**src/rtl/decoder_scan_active_low.sv**
```systemverilog
// Registered N-to-2^N one-cold decoder with enable and a self-timed
// scan mode (dwell + blanking) for display/keypad strobes.
module decoder_scan_active_low #(
  parameter int N     = 3,
  parameter int DWELL = 4,
  parameter int BLANK = 1
) (
  input  logic                clk,
  input  logic                rst_n,
  input  logic                en,
  input  logic                mode,
  input  logic [N-1:0]        sel,
  input  logic [N-1:0]        last,
  output logic [0:(1<<N)-1]   D,
  output logic [N-1:0]        idx,
  output logic                wrap
);

  localparam int W    = 1 << N;
  localparam int MAXC = (DWELL > BLANK) ? DWELL : BLANK;
  localparam int CW   = $clog2(MAXC + 1);

  localparam logic [CW-1:0] DW_C  = CW'(DWELL);
  localparam logic [CW-1:0] BL_C  = CW'(BLANK);
  localparam logic [CW-1:0] ONE_C = CW'(1);

  typedef enum logic [1:0] {
    IDLE,
    DIRECT,
    SCAN_ON,
    SCAN_BLANK
  } state_e;

  state_e         state_q, state_d;
  logic [CW-1:0]  cnt_q, cnt_d;
  logic [0:W-1]   d_q, d_d;
  logic [N-1:0]   idx_q, idx_d;
  logic           wrap_q, wrap_d;

  logic           adv_wrap;
  logic [N-1:0]   adv_idx;

  function automatic logic [0:W-1] cold(input logic [N-1:0] i);
    logic [0:W-1] r;
    for (int j = 0; j < W; j++) begin
      r[j] = (i != N'(j));
    end
    return r;
  endfunction

  // last is sampled here, so a shrink below idx wraps at the next step
  assign adv_wrap = (idx_q >= last);
  assign adv_idx  = adv_wrap ? '0 : idx_q + 1'b1;

  always_comb begin
    state_d = state_q;
    cnt_d   = cnt_q;
    d_d     = d_q;
    idx_d   = idx_q;
    wrap_d  = 1'b0;
    if (!en) begin
      state_d = IDLE;
      cnt_d   = '0;
      d_d     = '1;
    end else if (!mode) begin
      state_d = DIRECT;
      cnt_d   = '0;
      d_d     = cold(sel);
      idx_d   = sel;
    end else begin
      unique case (state_q)
        IDLE, DIRECT: begin
          state_d = SCAN_ON;
          cnt_d   = ONE_C;
          idx_d   = '0;
          d_d     = cold('0);
        end
        SCAN_ON: begin
          if (cnt_q < DW_C) begin
            cnt_d = cnt_q + ONE_C;
          end else if (BLANK > 0) begin
            state_d = SCAN_BLANK;
            cnt_d   = ONE_C;
            d_d     = '1;
          end else begin
            state_d = SCAN_ON;
            cnt_d   = ONE_C;
            idx_d   = adv_idx;
            d_d     = cold(adv_idx);
            wrap_d  = adv_wrap;
          end
        end
        SCAN_BLANK: begin
          if (cnt_q < BL_C) begin
            cnt_d = cnt_q + ONE_C;
          end else begin
            state_d = SCAN_ON;
            cnt_d   = ONE_C;
            idx_d   = adv_idx;
            d_d     = cold(adv_idx);
            wrap_d  = adv_wrap;
          end
        end
        default: begin
          state_d = IDLE;
          cnt_d   = '0;
          d_d     = '1;
        end
      endcase
    end
  end

  always_ff @(posedge clk or negedge rst_n) begin
    if (!rst_n) begin
      state_q <= IDLE;
      cnt_q   <= '0;
      d_q     <= '1;
      idx_q   <= '0;
      wrap_q  <= 1'b0;
    end else begin
      state_q <= state_d;
      cnt_q   <= cnt_d;
      d_q     <= d_d;
      idx_q   <= idx_d;
      wrap_q  <= wrap_d;
    end
  end

  assign D    = d_q;
  assign idx  = idx_q;
  assign wrap = wrap_q;

endmodule

```
**config.mk**
```make
export PLATFORM = sky130hd
export DESIGN_NAME = decoder_scan_active_low
export DESIGN_NICKNAME = d
export VERILOG_FILES = /design/src/rtl/decoder_scan_active_low.sv
export SDC_FILE = /design/constraint.sdc
export NUM_CORES = 1
export LEC_CHECK = 0
export BUFFER_PORTS_ARGS = -buffer_cell sky130_fd_sc_hd__buf_4
export CORE_AREA = 3 3 48 50
export CTS_BUF_LIST = sky130_fd_sc_hd__clkbuf_2
export DETAILED_ROUTE_END_ITERATION = 8
export DIE_AREA = 0 0 51 53
export PLACE_DENSITY = 0.77
export SKIP_LAST_GASP = 1
export SYNTH_ARGS = -nofsm -noshare
export SYNTH_HDL_FRONTEND = slang
export SYNTH_SLANG_ARGS = --single-unit
```
**constraint.sdc**
```tcl
create_clock -name clk -period 3 [get_ports clk]
set_input_delay 0.15 -clock clk [delete_from_list [all_inputs] [get_ports clk]]
set_output_delay 0.15 -clock clk [all_outputs]
set_load 0.01 [all_outputs]
```
# == Word-level counts from Yosys, hierarchy flattened ==
# Cells that the tools add are included.
# Widths: inputs -> output; s select.
# word_totals
ff_bits,17
output_inout_bits,12
wordCells,60
# op_classes
addsub,2
magnitude_cmp,3
eq_ne,21
muxes,23
reduce_logical,6
# ops
cell,n
$mux 8,4
$ne 3x3->1 const B,9
$pmux 8 s3,1
$mux 3,7
$ne 3x2->1 const B,4
$pmux 3 s3,1
$mux 2,4
$ne 4x4->1 const B,2
$add 3x1->3 const B,2
$ne 3x1->1 const B,2
$pmux 2 s3,1
$pmux 3 s2,1
$reduce_bool 3->1,2
$eq 2x2->1 const B,2
$mux 1,4
$ge 3x3->1,1
$lt 3x1->1 const B,1
$lt 3x3->1 const B,1
$reduce_and 3->1,1
$eq 2x1->1 const B,1
$logic_not 2->1,1
$ne 2x2->1 const B,1
$reduce_and 2->1,1
$reduce_or 2->1,1

# == Longest topological paths before layout ==
# Gate-level depths: netlist (run 1).
# logic_depth
ltp_word,7
depth_mapped,6
depth_no_buf,6

# == Worst setup path before layout (run 1) ==
# OpenSTA, ideal clock, no wires.
# synth_path
kind,flip-flop to flip-flop
from,"register idx_q[0], in the netlist idx[0]"
to,register d_q (netlist bit D[0])
setup_ps,72
arrival_time_ps,1600
slack_ps,1328
stages_incl_launch_ff,7
period_less_slack_ps,1672
cell_sequence,dfrtp_1 > inv_1 > ha_1 > nor2b_1 > o21ai_2 > o311a_1 > o21ai_1
# synth_via
elab_chain_cells,7
word_cells_on_any_way,8
cone_classes,1 x add/sub; 1 x order compare; 5 x mux; 1 x reduce/logical
# synth_rtl
element,line_no,text
from (decl),37,"logic [N-1:0] idx_q, idx_d;"
from (signal assigned),124,idx_q <= idx_d;
$add 3x1->3 / $ge 3x3->1 (equally long branches),"53, 52",
$mux 3 (*),53,assign adv_idx = adv_wrap ? '0 : idx_q + 1'b1;
$reduce_bool 3->1 (*),46,r[j] = (i != N'(j));
$mux 8 (*),94,if (cnt_q < BL_C) begin
$pmux 8 s3 (*),71,unique case (state_q)
$mux 8 (*),65,end else if (!mode) begin
$mux 8 (*),61,if (!en) begin
to (signal assigned),117,d_q <= '1;
to (signal assigned),123,d_q <= d_d;
to (decl),36,"logic [0:W-1] d_q, d_d;"
# Every way passes the cells marked *; elsewhere a longest branch is shown, timed or not. The select of a mux whose other input is x is not followed.
# A chain may end at the register's enable or synchronous reset.

# == Worst setup path in the final report (run 1) ==
# layout_path
from,"register idx_q[0], in the netlist idx[0]"
to,register d_q (netlist bit D[1])
# layout_via
elab_chain_cells,7
word_cells_on_any_way,8
cone_classes,1 x add/sub; 1 x order compare; 1 x eq/ne; 5 x mux
# layout_rtl
element,line_no
$add 3x1->3 / $ge 3x3->1 (equally long branches),"53, 52"
$mux 3 (*),53
$ne 3x1->1 (*),46
$mux 8 (*),94
$pmux 8 s3 (*),71
$mux 8 (*),65
$mux 8 (*),61
# Marks and branches as above.

==> flow_summary_export.csv, run 1 <==
group,metric,value,unit
sta,setup_tns,0,ns
sta,tightest_slew,0.5362,ns
final_layout,n_fill_cell,167,
clocking,postCtsSetupRepairBufs,0,
critical_path,r2r-end,"D[1]",
sta,fmax,0.5245,GHz
clocking,cts_tree,"done",
final_layout,drive_above_1_share,27.61,%
sta,setup_ws,1.093,ns
drt,firstDrtPassIters,5,
die,core-area,1942,um^2
global_routing,grt_pass1_vias,912,
critical_path,critPathKind,"reg2reg",
clocking,cts_buffer_depth,2,
synthesis,synth_edf_count,0,
power_and_ir_drop,vdd_ir_drop_max,0.2404,mV
synthesis,synth_fp_nets,127,
critical_path,rrSetupSlack,1.09,ns
power_and_ir_drop,power_frac_clock,22.3,%
worst_hold_path,holdPathEnd,"D[0]",
global_routing,antenna_found_initial,0,
synthesis,yosys_warnings,0,
die,dieHeight,53,um
sta,setup_viol,0,
sta,fin_skew,0.001226,ns
clocking,clockRootBuffer,"clkbuf_2",
clocking,htreeDepth,1,
drt,avgViaCountPerCell,5.969,
clocking,clock_latency,0.31,ns
power_and_ir_drop,power.leakage,0.5472,nW
critical_path,r2r-start,"idx[0]",
synthesis,ys_types,41,
clocking,clk_pin_slew,0.17,ns
clocking,cts_sinks,17,
die,io_pins,22,
clocking,cts_buffers,3,
power_and_ir_drop,seqPwrFrac,52.9,%
critical_path,crit_required,3.23,ns
drt,drt_iter0_drc,37,
die,die_x,51,um
power_and_ir_drop,netSwitchingFraction,33.06,%
drt,met3WireLength,210,um
critical_path,cp-end-kind,"flop",
placed_design,pre_cts_slack,1.185,ns
final_layout,stdcell_count,161,
clocking,ctsResizeCount,0,
critical_path,startpoint_type,"flop",
power_and_ir_drop,combPwrFrac,24.7,%
drt,top_layer,"met4",
synthesis,netlist_area,1042,um^2
power_and_ir_drop,p_int,324.1,uW
sta,hold_violations,0,
drt,met2_length,1056,um
placed_design,io_buffers,21,
critical_path,worst-r2r-cell-count,6,
global_routing,grt_pass1_wl,4064,um
power_and_ir_drop,p_sw,160.1,uW
critical_path,arrival,2.14,ns
die,rows,16,
placed_design,dp_hpwl,1758,um
sta,relSlewSlack,64.06,%
sta,min_period,1.907,ns
synthesis,synth-seq-cells,17,
synthesis,syn_area_per_cell,9.390,um^2
drt,drcViolationCount,0,
worst_hold_path,min_path_cells,2,
critical_path,crit_fanout,9,
synthesis,syn_inst,111,
placed_design,gp_congestion,0.9032,
die,initial_core_util,53.67,%
synthesis,seq_area_frac_synth,41.78,%
drt,wl_met1,1055,um
synthesis,synthArstFlopShare,100.0,%
global_routing,grt_max_degree,18,
sta,fin_crit_sh,63.55,%
final_layout,num_antenna_cells,0,
final_layout,final_core_util,63.92,%
power_and_ir_drop,power.total,484.1,uW
global_routing,grt_usage,20.06,%
status,status,"completed",
global_routing,overflow,0,
synthesis,synthFlopType,"dfrtp_1",
power_and_ir_drop,power-per-cell-area,390.1,nW/um^2
job,maxCapViolations,0,
final_layout,syn_to_final_growth,19.09,%
drt,wire_per_inst,14.79,um
placed_design,dp.cells,156,
drt,num_vias,961,
drt,drt-total-wl,2381,um
drt,ant_nets,0,
worst_hold_path,hold_path.class,"in2reg",
sta,rsz0062_at_grt,"false",
worst_hold_path,hp-start,"en",
die,dieArea,2703,um^2
sta,drv_slew,0,
final_layout,nNetsFinal,151,
-- worst max-delay path, cell delays in order (launching register included) --
cell	delay, ns
dfrtp_1	0.53
inv_1	0.15
ha_1	0.29
nor2b_1	0.17
o21ai_2	0.13
nor3_1	0.39
a222oi_1	0.17
-- metrics by stage --
step                      cell area, um^2  hold WS (ns)
after floorplan                      1042       -0.1456
after detailed placement             1211       0.02463
after global placement               1211       0.02444
final                                1241       0.02799
after global routing                 1241      0.003470
after CTS                            1241       0.02428
-- cells by family after synthesis --
| kind of cell | Yosys count | synth area share, % |
|---|---|---|
| XOR/XNOR | 1 | 0.8405 |
| AND/OR/NAND/NOR | 47 | 25.21 |
| flip-flops | 17 | 41.78 |
| AO/OA/AOI/OAI | 28 | 18.37 |
| multiplexers | 2 | 1.921 |
| adder cells (fa/ha/maj) | 6 | 7.203 |
| buffers and inverters | 10 | 4.682 |
-- synth_stat cells (2+ instances only) --
library cell,number,area [um^2]
mux2i_1,2,20.02
nor4_1,3,18.77
nand2_1,11,41.29
a21oi_1,5,25.02
o21ai_1,3,15.01
nor2b_1,5,31.28
dfstp_2,8,210.2
a32oi_1,2,17.52
o21ai_0,4,20.02
nor3b_1,2,15.01
nand3_1,4,20.02
a31oi_1,2,12.51
inv_1,7,26.28
o311ai_0,3,26.28
dfrtp_1,9,225.2
nor2_1,6,22.52
o21a_1,3,22.52
ha_1,6,75.07
or3_1,2,12.51
nor3_1,3,15.01
-- layer usage --
metal | GRT usage, % | up-vias
li1 | - | 461
met1 | 26.60 | 436
met2 | 31.76 | 55
met3 | 4.225 | 9
met4 | 8.072 | 0
met5 | 0 | -
-- layout make-up --
cell class	instances	area [um^2]	share of cell area, %
clock buffers	3	15.01	1.210
clock inverters	1	5.005	0.4032
inverters	7	26.28	2.117
multi-input cells	84	558.0	44.96
flip-flops and latches	17	435.4	35.08
well taps	27	33.78	2.722
repair buffers	22	167.7	13.51
-- worst max path at each step --
stage | depth (start not counted) | startpoint | slack (ns) | end
2_1_floorplan | 6 | idx[0] | 1.33 | D[0]
3_3_place_gp | 6 | idx[0] | 1.30 | D[2]
3_5_place_dp | 6 | idx[0] | 1.18 | D[1]
4_1_cts | 6 | idx[0] | 1.17 | D[1]
5_1_grt | 6 | idx[0] | 0.90 | D[2]
6_report | 6 | idx[0] | 1.09 | D[1]
-- power groups by stage --
stage	clock [mW]	sequential, mW	combinational, mW
after floorplan	0	0.262	0.0707
after global placement	0	0.259	0.114
after detailed placement	0	0.260	0.117
after CTS	0.109	0.256	0.118
after global routing	0.120	0.259	0.132
final	0.108	0.256	0.120
-- flip-flops by register name (all words and copies together), names as in the netlist --
signal	flops
D	8
idx	3
cnt_q	3
state_q	2
wrap	1
-- cell usage in the layout, fill, tap and decap left out, drive strengths merged, types with 2 or more instances in the layout --
cell    Yosys  routed
nor2        6       6
a21oi       5       5
clkbuf      1       3
mux2i       2       2
dfrtp       9       9
buf         2      21
nor3        4       4
and2b       2       2
dfstp       8       8
nand2      11      11
o21a        3       3
and3        2       2
ha          6       6
o311ai      3       3
inv         7       7
or3         2       2
o21ai       8       8
nor3b       2       2
nor2b       5       5
a32oi       2       2
nand3       4       4
nor4        3       3
a31oi       2       2
-- timing repair --
item,4_1_cts,5_1_grt
endpoints found under the setup margin,0,0
hold buffers,1,0
endpoints found under the hold margin,17,0
Note: power is estimated with default switching activity, not from simulation.
==> run 2, diff against run 1 <==
CORE_AREA = 3 3 50 52   (was 3 3 48 50)
DIE_AREA = 0 0 53 55   (was 0 0 51 53)
PLACE_DENSITY = 0.75   (was 0.77)
clock period = 1.66 ns   (was 3 ns; I/O delays follow)
==> flow_summary_export.csv, run 2 (synthesized netlist as in run 1, its figures left out) <==
group,metric,value,unit
clocking,cts_buffers,3,
sta,fin_crit_sh,94.35,%
clocking,clk_pin_slew,0.16,ns
sta,min_period,1.566,ns
die,dieArea,2915,um^2
global_routing,overflow,0,
die,io_pins,22,
clocking,cts_tree,"done",
drt,ant_nets,0,
clocking,postCtsSetupRepairBufs,0,
global_routing,grt_usage,19.46,%
global_routing,grt_pass1_vias,895,
sta,setup_tns,0,ns
drt,drcViolationCount,0,
sta,hold_violations,0,
critical_path,worstPathCellList,"inv_1 -> ha_1 -> nor2b_2 -> o21ai_4 -> o311a_1 -> o21ai_2",
sta,drv_slew,0,
final_layout,layout_common_cells,"26 x buf_4, 11 x nand2_1, 8 x dfstp_2, 8 x dfrtp_1, 7 x inv_1",
sta,setup_ws,0.09376,ns
critical_path,crit_fanout,6,
final_layout,largest_reg_flops,8,
clocking,htreeDepth,1,
placed_design,dp_hpwl,1874,um
die,die_x,53,um
placed_design,io_buffers,21,
global_routing,grt_pass1_wl,3988,um
clocking,cts_sinks,17,
critical_path,arrival,1.82,ns
sta,fmax,0.6385,GHz
power_and_ir_drop,power_frac_clock,21.3,%
critical_path,critPathTopFamily,"compound AO/OA/AOI/OAI gates",
clocking,clockRootBuffer,"clkbuf_2",
global_routing,antenna_found_initial,0,
drt,num_vias,957,
power_and_ir_drop,p_int,627.6,uW
power_and_ir_drop,power-per-cell-area,694.2,nW/um^2
final_layout,drive_above_1_share,34.75,%
drt,drt_iter0_drc,24,
final_layout,syn_to_final_growth,27.97,%
global_routing,grt_max_degree,18,
drt,wire_per_inst,14.73,um
final_layout,final_common_cell,"buf_4",
sta,rsz0062_at_grt,"true",
power_and_ir_drop,vdd_ir_drop_max,0.5550,mV
worst_hold_path,hold_path.class,"in2reg",
placed_design,pre_cts_slack,0.06220,ns
drt,drt-total-wl,2489,um
power_and_ir_drop,netSwitchingFraction,32.22,%
power_and_ir_drop,power.leakage,0.5826,nW
placed_design,gp_congestion,0.8808,
die,rows,17,
power_and_ir_drop,p_sw,298.4,uW
critical_path,slowest_stage,"dfrtp_2",
sta,fin_skew,0.003555,ns
die,initial_core_util,48.51,%
sta,tightest_slew,0.4161,ns
power_and_ir_drop,seqPwrFrac,49.4,%
critical_path,cp-end-kind,"flop",
sta,setup_viol,0,
power_and_ir_drop,combPwrFrac,29.3,%
critical_path,critPathKind,"reg2reg",
critical_path,crit_buf_inv,1,
clocking,clock_latency,0.30,ns
final_layout,num_antenna_cells,0,
clocking,cts_buffer_depth,2,
drt,firstDrtPassIters,4,
job,maxCapViolations,0,
final_layout,nNetsFinal,158,
sta,relSlewSlack,72.20,%
status,status,"completed",
critical_path,slowest_delay,0.46,ns
die,dieHeight,55,um
power_and_ir_drop,power.total,926.0,uW
drt,avgViaCountPerCell,5.663,
die,core-area,2148,um^2
critical_path,startpoint_type,"flop",
critical_path,crit_required,1.91,ns
[run 2: cell count changes in the layout (fill, tap and decap cells not counted), sizes merged]
cell	change
buf	+5
clkbuf	+1
clkinv	-1
dlygate4sd3	+2
[run 2: cell type report]
cell class	count	area, um^2
clock buffers	4	20.02
fillers	184	814.5
inverters	7	26.28
multi-input cells	84	590.6
flip-flops and latches	17	436.7
well taps	28	35.03
repair buffers	29	225.2
[run 2: per-layer routing]
layer	share of wire, %	up-vias	GRT usage, %
li1	-	469	-
met1	44	443	24.29
met2	45	37	29.55
met3	8.0	8	5.362
met4	2.7	0	12.77
met5	0	-	0
[run 2: repair_timing]
item | CTS | global route
endpoints found under the hold margin | 20 | 0
setup endpoints to repair | 0 | 8
hold buffers | 3 | 0
gates resized for setup | 0 | 10
[run 2: power by group through the flow]
stage          registers, mW  clock network, mW  logic (mW)
2_1_floorplan          0.474                  0       0.128
3_3_place_gp           0.464                  0       0.235
3_5_place_dp           0.464                  0       0.239
4_1_cts                0.457              0.209       0.246
5_1_grt                0.462              0.226       0.298
6_report               0.457              0.197       0.271
[run 2: worst min-delay path, stage by stage]
cell	delay, ns
buf_4	0.13
nand3_1	0.07
o21ai_0	0.07
a21oi_1	0.04
[run 2: metrics by stage]
step                cells  hold slack [ns]  area [um^2]  utilization [%]
global placement      162         -0.04156         1251            58.24
global route          169          0.07583         1334            62.09
detailed placement    162         -0.03926         1251            58.24
finish                169          0.07266         1334            62.09
floorplan             111          -0.2126         1044                -
CTS                   169          0.05727         1301            60.57
[run 2: path summary, 6_finish.rpt]
kind	from	endpoint	slack, ns	cells after the start
min in group asynchronous	rst_n	cnt_q[2]	0.15	2
min reg2reg	D[1]	D[1]	0.51	2
min	sel[0]	D[3]	0.07	4
max reg2reg	idx[0]	D[0]	0.09	6
max	idx[0]	D[0]	0.09	6
max in group asynchronous	rst_n	D[1]	1.26	2
==> run 3, diff against run 2 <==
CAP_MARGIN = 25   (was default)
HOLD_SLACK_MARGIN = 0.15   (was default)
==> flow_summary_export.csv, run 3 (synthesized netlist as in run 1, its figures left out) <==
group,metric,value,unit
final_layout,layout_common_cells,"26 x buf_4, 11 x nand2_1, 8 x dfstp_2, 8 x dfrtp_1, 7 x inv_1",
final_layout,num_antenna_cells,0,
placed_design,gp_congestion,0.8808,
power_and_ir_drop,power.total,934.7,uW
critical_path,cp-end-kind,"flop",
sta,tightest_slew,0.4620,ns
placed_design,io_buffers,21,
die,dieHeight,55,um
final_layout,n_fill_cell,184,
die,core-area,2148,um^2
clocking,cts_sinks,17,
global_routing,grt_pass1_vias,921,
job,maxCapViolations,0,
global_routing,grt_usage,20.21,%
final_layout,syn_to_final_growth,30.85,%
final_layout,stdcell_count,172,
clocking,postCtsSetupRepairBufs,0,
clocking,clock_latency,0.31,ns
critical_path,arrival,1.83,ns
final_layout,final_core_util,63.48,%
sta,setup_viol,0,
drt,num_vias,976,
status,status,"completed",
critical_path,crit_required,1.92,ns
global_routing,overflow,0,
sta,fin_skew,0.002550,ns
power_and_ir_drop,vdd_ir_drop_max,0.5587,mV
drt,drt_iter0_drc,25,
drt,wire_per_inst,14.88,um
critical_path,crit_fanout,6,
drt,avgViaCountPerCell,5.674,
die,rows,17,
drt,drcViolationCount,0,
global_routing,grt_pass1_wl,4133,um
die,initial_core_util,48.51,%
drt,firstDrtPassIters,6,
die,dieArea,2915,um^2
worst_hold_path,hold_path.class,"in2reg",
critical_path,critPathKind,"reg2reg",
drt,ant_nets,0,
global_routing,grt_max_degree,11,
sta,drv_slew,0,
clocking,htreeDepth,1,
placed_design,dp_hpwl,1874,um
final_layout,final_common_cell,"buf_4",
sta,hold_violations,0,
sta,relSlewSlack,69.10,%
clocking,clockRootBuffer,"clkbuf_2",
power_and_ir_drop,power-per-cell-area,685.3,nW/um^2
final_layout,drive_above_1_share,34.03,%
global_routing,antenna_found_initial,0,
clocking,cts_tree,"done",
power_and_ir_drop,power.leakage,0.5951,nW
die,die_x,53,um
placed_design,dp.cells,162,
final_layout,nNetsFinal,161,
clocking,clk_pin_slew,0.17,ns
sta,fmax,0.6377,GHz
sta,rsz0062_at_grt,"true",
clocking,cts_buffers,3,
sta,fin_crit_sh,94.47,%
sta,min_period,1.568,ns
clocking,cts_buffer_depth,2,
die,io_pins,22,
critical_path,startpoint_type,"flop",
final_layout,largest_reg_flops,8,
drt,drt-total-wl,2559,um
-- run 3: through the flow --
stage          hold slack (ns)  instance area, um^2  setup TNS [ns]  setup slack, ns
2_1_floorplan          -0.2126                 1044               0          0.07395
3_3_place_gp          -0.04156                 1251               0           0.1005
3_5_place_dp          -0.03926                 1251               0          0.06220
4_1_cts                 0.1892                 1331               0          0.02676
5_1_grt                 0.2322                 1364        -0.01977         -0.01977
6_report                0.2284                 1364               0          0.09180
-- run 3: layer usage --
layer / vias up / wire, um / track usage [%]
li1: 476 / - / -
met2: 38 / 1181 / 31.20
met5: - / 0 / 0
met3: 5 / 194 / 4.826
met1: 457 / 1129 / 25.63
met4: 0 / 53 / 12.34
-- run 3: critical path, stage by stage, from the launching register on --
cell and delay, ns:
dfrtp_2 0.46, inv_1 0.08, ha_1 0.23, nor2b_2 0.19, o21ai_4 0.11, o311a_1 0.31
o21ai_2 0.14
-- run 3: worst paths after layout --
kind | cells past startpoint | slack, ns | end | start
setup / recovery | 6 | 0.09 | D[0] | idx[0]
hold / removal | 3 | 0.23 | D[1] | sel[2]
setup reg to reg | 6 | 0.09 | D[0] | idx[0]
hold reg to reg | 2 | 0.52 | D[5] | D[5]
max in group asynchronous | 3 | 0.45 | idx[0] | rst_n
min in group asynchronous | 2 | 0.30 | D[5] | rst_n
-- run 3: power by group --
part | internal (mW) | leakage (nW) | total [mW] | switching, mW
Sequential | 0.439 | 0.200 | 0.457 | 0.0180
Clock | 0.0638 | 0.0166 | 0.200 | 0.136
Combinational | 0.129 | 0.378 | 0.277 | 0.148
Total | 0.632 | 0.595 | 0.935 | 0.302
-- run 3: repair_timing --
action	in CTS	in global routing
endpoints found under the setup margin	0	8
endpoints found under the hold margin	31	0
resized for setup	0	10
hold buffers	6	0
-- run 3: layout make-up --
type / instances / area (um^2) / share of cell area [%]
timing repair buffer: 32 / 255.2 / 18.72
sequential: 17 / 436.7 / 32.02
clock buffer: 4 / 20.02 / 1.468
inverter: 7 / 26.28 / 1.927
tap: 28 / 35.03 / 2.569
multi-input combinational: 84 / 590.6 / 43.30
